File: src/rtl/change_dispenser_if.sv
// Change dispenser request/result bundle; master drives the request, slave returns pulses and totals.
// No backpressure: start is a level request sampled only when the dispenser is idle.
interface change_dispenser_if;
    logic       start;
    logic [9:0] paid;
    logic [9:0] price;
    logic       busy;
    logic       coin_q;
    logic       coin_d;
    logic       coin_n;
    logic       done;
    logic       insufficient;
    logic [9:0] change_total;
    logic [9:0] remaining;

    modport master (
        output start, paid, price,
        input  busy, coin_q, coin_d, coin_n, done, insufficient, change_total, remaining
    );

    modport slave (
        input  start, paid, price,
        output busy, coin_q, coin_d, coin_n, done, insufficient, change_total, remaining
    );
endinterface

File: src/rtl/change_dispenser.sv
// Greedy 25/10/5 change dispenser; CALC one cycle after start, then one coin pulse per DISP with GAP_CYCLES idle between.
// No backpressure: start is ignored while busy; all pulses are registered Moore outputs.
module change_dispenser #(
    parameter int unsigned GAP_CYCLES = 1
) (
    input  logic               clk,
    input  logic               rst,
    change_dispenser_if.slave  bus
);
    typedef enum logic [2:0] {IDLE, CALC, DISP, GAP, DONE, FAIL} state_t;

    localparam logic [3:0] GAP_LAST = 4'(GAP_CYCLES - 1);

    state_t     state_q;
    logic [9:0] paid_q;
    logic [9:0] price_q;
    logic [9:0] change_total_q;
    logic [9:0] remaining_q;
    logic [2:0] coins_q;
    logic       done_q;
    logic       insuff_q;
    logic [3:0] gap_cnt_q;

    logic [9:0] diff_d;
    logic [9:0] step_d;
    logic [9:0] rem_after_d;

    function automatic logic [2:0] pick_coin(input logic [9:0] amt);
        if (amt >= 10'd25) return 3'b100;
        if (amt >= 10'd10) return 3'b010;
        return 3'b001;
    endfunction

    // Only consumed in CALC when paid_q >= price_q, so the difference never wraps.
    always_comb begin
        diff_d      = paid_q - price_q;
        step_d      = coins_q[2] ? 10'd25 : (coins_q[1] ? 10'd10 : 10'd5);
        rem_after_d = remaining_q - step_d;
    end

    always_ff @(posedge clk) begin
        if (rst) begin
            state_q        <= IDLE;
            paid_q         <= '0;
            price_q        <= '0;
            change_total_q <= '0;
            remaining_q    <= '0;
            coins_q        <= '0;
            done_q         <= 1'b0;
            insuff_q       <= 1'b0;
            gap_cnt_q      <= '0;
        end else begin
            coins_q  <= '0;
            done_q   <= 1'b0;
            insuff_q <= 1'b0;
            case (state_q)
                IDLE: begin
                    if (bus.start) begin
                        paid_q  <= bus.paid;
                        price_q <= bus.price;
                        state_q <= CALC;
                    end
                end
                CALC: begin
                    if (paid_q < price_q) begin
                        insuff_q <= 1'b1;
                        state_q  <= FAIL;
                    end else begin
                        change_total_q <= diff_d;
                        remaining_q    <= diff_d;
                        if (diff_d >= 10'd5) begin
                            coins_q <= pick_coin(diff_d);
                            state_q <= DISP;
                        end else begin
                            done_q  <= 1'b1;
                            state_q <= DONE;
                        end
                    end
                end
                DISP: begin
                    remaining_q <= rem_after_d;
                    if (rem_after_d < 10'd5) begin
                        done_q  <= 1'b1;
                        state_q <= DONE;
                    end else if (GAP_CYCLES == 0) begin
                        coins_q <= pick_coin(rem_after_d);
                        state_q <= DISP;
                    end else begin
                        gap_cnt_q <= GAP_LAST;
                        state_q   <= GAP;
                    end
                end
                GAP: begin
                    if (gap_cnt_q == 4'd0) begin
                        coins_q <= pick_coin(remaining_q);
                        state_q <= DISP;
                    end else begin
                        gap_cnt_q <= gap_cnt_q - 4'd1;
                    end
                end
                DONE:    state_q <= IDLE;
                FAIL:    state_q <= IDLE;
                default: state_q <= IDLE;
            endcase
        end
    end

    assign bus.busy         = (state_q != IDLE);
    assign bus.coin_q       = coins_q[2];
    assign bus.coin_d       = coins_q[1];
    assign bus.coin_n       = coins_q[0];
    assign bus.done         = done_q;
    assign bus.insufficient = insuff_q;
    assign bus.change_total = change_total_q;
    assign bus.remaining    = remaining_q;
endmodule

File: src/flat_wrapper.sv
// flat-port wrapper written by rule: the top's interface ports become plain ports
module change_dispenser_flat 
#(
    parameter int unsigned GAP_CYCLES = 1
)
  (clk, rst, bus_start, bus_paid, bus_price, bus_busy, bus_coin_q, bus_coin_d, bus_coin_n, bus_done, bus_insufficient, bus_change_total, bus_remaining);
  change_dispenser_if bus_i ();
  input  logic clk;
  input  logic rst;
  input wire logic [$bits(bus_i.start)-1:0] bus_start;
  input wire logic [$bits(bus_i.paid)-1:0] bus_paid;
  input wire logic [$bits(bus_i.price)-1:0] bus_price;
  output wire logic [$bits(bus_i.busy)-1:0] bus_busy;
  output wire logic [$bits(bus_i.coin_q)-1:0] bus_coin_q;
  output wire logic [$bits(bus_i.coin_d)-1:0] bus_coin_d;
  output wire logic [$bits(bus_i.coin_n)-1:0] bus_coin_n;
  output wire logic [$bits(bus_i.done)-1:0] bus_done;
  output wire logic [$bits(bus_i.insufficient)-1:0] bus_insufficient;
  output wire logic [$bits(bus_i.change_total)-1:0] bus_change_total;
  output wire logic [$bits(bus_i.remaining)-1:0] bus_remaining;
  assign bus_i.start = bus_start;
  assign bus_i.paid = bus_paid;
  assign bus_i.price = bus_price;
  assign bus_busy = bus_i.busy;
  assign bus_coin_q = bus_i.coin_q;
  assign bus_coin_d = bus_i.coin_d;
  assign bus_coin_n = bus_i.coin_n;
  assign bus_done = bus_i.done;
  assign bus_insufficient = bus_i.insufficient;
  assign bus_change_total = bus_i.change_total;
  assign bus_remaining = bus_i.remaining;
  change_dispenser #(.GAP_CYCLES(GAP_CYCLES)) u_core (.clk(clk), .rst(rst), .bus(bus_i));
endmodule
File: config.mk
export PLATFORM = sky130hd
export DESIGN_NAME = change_dispenser_flat
export DESIGN_NICKNAME = d
export VERILOG_FILES = /design/src/rtl/change_dispenser_if.sv /design/src/rtl/change_dispenser.sv /design/src/flat_wrapper.sv
export SDC_FILE = /design/constraint.sdc
export NUM_CORES = 1
export LEC_CHECK = 0
export ABC_AREA = 1
export BUFFER_PORTS_ARGS = -buffer_cell sky130_fd_sc_hd__buf_2
export CORE_MARGIN = 3
export CORE_UTILIZATION = 61
export DETAILED_ROUTE_END_ITERATION = 10
export MAX_ROUTING_LAYER = met4
export PLACE_DENSITY = 0.95
export SETUP_SLACK_MARGIN = 0.15
export SLEW_MARGIN = 20
export SYNTH_ARGS = -nofsm -noshare
export SYNTH_HDL_FRONTEND = slang
export SYNTH_SLANG_ARGS = --single-unit
File: constraint.sdc
create_clock -name clk -period 6.35 [get_ports clk]
set_clock_uncertainty 0.1 [all_clocks]
set_input_delay 0.3175 -clock clk [delete_from_list [all_inputs] [get_ports clk]]
set_output_delay 0.3175 -clock clk [all_outputs]
set_load 0.02 [all_outputs]
==> impl_metrics.ini <==
[synthesis]
synth.distinct_cells = 36
synth_flop_cell = dfxtp_1
syn-instance-count = 475
syn-num-nets = 516
synth.top_cell.area_share = 0.321
synth_simple_gate_area_share = 0.310
synth.top_cells.by_area = dfxtp_1 (32%), nand2_1 (11%), inv_1 (7.5%)
synthMuxAreaShare = 0.00618
synthArstFlopShare = 0
ys_seq_area_frac = 0.321
synthXorXnorAreaFrac = 0.0162
post-synth-top-count-cell = nand2_1
synth_top_family_by_area = simple AND/OR/NAND/NOR gates
ys_top_cells_by_count = nand2_1 (97), inv_1 (65), dfxtp_1 (52), nor2_1 (46), a21oi_1 (45)
avgSynthCellArea_um2 = 6.82
ys_seq_elements = 52
synth_area_mm2 = 0.00324
synth_edf_count = 0
synth_fa_ha_area_frac = 0.0741
yosysWarnings = 0
synth_compound_area_frac = 0.171
synth.largest_area_cell = dfxtp_1

[grt]
grt_max_degree = 41
grt_pass1_vias = 3135
grt_pass1_wl_um = 13400
grt_usage = 0.268
antenna_found_initial = 0
gr-total-overflow = 0

[power]
total_power_mw = 2.20
power_density_mw_per_mm2 = 610
p_comb_frac = 0.678
ir_worst_vdd_mv = 0.344
clkPwrFrac = 0.093
switchingPower_mw = 1.19
p_seq_frac = 0.229
sw_frac_of_total = 0.540
internal_power_mw = 1.01
p_leak_nw = 1.77

[die]
die_y_um = 78.9
die_area_mm2 = 0.00622
start_util = 0.660
row_count = 25
die_w_um = 78.9
core_mm2 = 0.00491
io_pins = 49

[timing]
timing.final.crit_share = 0.401
worst_slew_pin_slew_ps = 883
layout_min_cycle_time_ps = 2550
hold_viol_final = 0
drv_slew = 0
rsz0062_at_grt = false
relSlewSlack = 0.411
max_freq_mhz = 393
setup_viol = 0
fin_setup_tns_ps = 0

[clocking]
post_cts_buffers = 0
htreeDepth = 2
clk-insertion-delay-late_ps = 310
cts_resized = 0
cts_sinks = 52
root_buffer = clkbuf_8
cts_buffers = 5
cts.reportedPaths.clkPinSlew_ps = 90
cts_tree = done
postCtsHoldBufs = 0
clk_path_buf_depth = 2

[critical_path]
cp_max_fo = 5
crit_family = simple AND/OR/NAND/NOR gates
crit_slowest_cell = fa_1
crit_chain = inv_1 > nand2_1 > ha_1 > fa_1 > nand3b_1 > nand2_1 > nand2_2 > nand2_1 > nand2_1 > nand2_2 > nand3_2 > nor2_4 > nand3_4 > nand2_4 > inv_2 > nor2_1 > nor2_1
critPathMaxStageDelay_ps = 400
endpoint_kind = register
cpMostUsedCell = nand2_1
path_buf_inv = 2
critPathRequiredTime_ps = 6450
crit_arrival_ps = 2650
worstSetupStartpointType = register
critical_path_class = register to register

[final_layout]
area_growth_pct = 11.2
fillers = 381
drive_gt1_frac = 0.186
nets = 558
diodes = 0

[route]
vias_per_cell = 5.60
vias = 3271
drtIter0Drc = 239
wl_per_cell_um = 13.4
wl_um = 7850
first_pass_iters = 5
drc = 0
ant_nets = 0

[job]
cap_violations = 0

[placed_design]
dp_hpwl_um = 5810
portBuffers = 48
place_congestion = 0.937

[hold_path]
hold_class = input pin to register

[run_status]
outcome = complete, no violations
layout by cell type (no fill, tap or decap), drive strengths merged:
master  Yosys  layout
nand2     108     108
inv        70      70
dfxtp      52      52
nor2       51      51
a21oi      51      51
buf         6      49
o21ai      44      44
nand3      35      35
ha         16      16
clkbuf      8       7
nor3        6       6
nand4       5       5
nand3b      4       4
xnor2       4       4
a211oi      4       4
xor2        2       2
mux2i       2       2
a31oi       2       2
fa          2       2
or2         1       1
nor4        1       1
and2        1       1
worst register-to-register path: cells and delay by family, from the launching register on:
kind | cells | cell delay [ps]
simple gates | 13 | 1280
fa+ha+maj | 2 | 620
flops | 1 | 340
buf+inv | 2 | 110
per-stage QoR:
step / instance area, um^2 / utilization / setup slack (ps) / instances / hold slack [ps]
after CTS: 3600 / 0.734 / 3810 / 584 / 189
final: 3600 / 0.734 / 3800 / 584 / 190
after detailed placement: 3510 / 0.714 / 3840 / 577 / 344
after global routing: 3600 / 0.734 / 3630 / 584 / 201
after floorplan: 3240 / - / 3950 / 475 / 327
after global placement: 3510 / 0.714 / 3980 / 577 / 340
sequential cells by signal (all words and copies together), names as in the netlist:
signal and cells:
u_core.bus.done 1, u_core.bus.change_total 10, u_core.coins_q 3, u_core.gap_cnt_q 4, u_core.state_q 3, u_core.bus.remaining 10, u_core.paid_q 10, u_core.price_q 10
u_core.bus.insufficient 1
worst paths after layout:
kind	startpoint	end	slack [ps]	cells after the start
max	u_core.coins_q[2]	u_core.gap_cnt_q[1]	3800	17
min	bus_price[5]	u_core.price_q[5]	190	3
max reg2reg	u_core.coins_q[2]	u_core.gap_cnt_q[1]	3800	17
min reg2reg	u_core.paid_q[5]	u_core.paid_q[5]	360	2
area by class of cell:
| class | instances | area, um^2 | share of cell area |
|---|---|---|---|
| clock buffers | 7 | 96.3 | 0.0267 |
| inverters | 70 | 263 | 0.0729 |
| multi-input cells | 339 | 1870 | 0.519 |
| flip-flops and latches | 52 | 1040 | 0.289 |
| well taps | 67 | 83.8 | 0.0233 |
| repair buffers | 49 | 248 | 0.0688 |
logic make-up (layout without fill, tap and decap cells):
| group | after synthesis | count (layout) |
|---|---|---|
| multiplexers | 2 | 2 |
| flip-flops | 52 | 52 |
| buffers and inverters | 84 | 126 |
| AO/OA/AOI/OAI | 101 | 101 |
| adder cells (fa/ha/maj) | 18 | 18 |
| XOR/XNOR | 6 | 6 |
| AND/OR/NAND/NOR | 212 | 212 |
power by group through the flow:
stage,Sequential (mW),Clock [mW],Combinational [mW]
floorplan,0.556,0,1.07
global placement,0.502,0,1.38
detailed placement,0.506,0,1.44
CTS,0.500,0.205,1.46
global route,0.517,0.219,1.64
finish,0.502,0.204,1.49
layer usage:
metal | up-vias | global-route usage | routed length [um]
met5 | - | - | 0
met4 | 0 | 0.0928 | 169
met3 | 23 | 0.0385 | 588
met2 | 163 | 0.459 | 3730
met1 | 1471 | 0.325 | 3360
li1 | 1614 | - | -
Note: power is estimated with default switching activity, not from simulation.
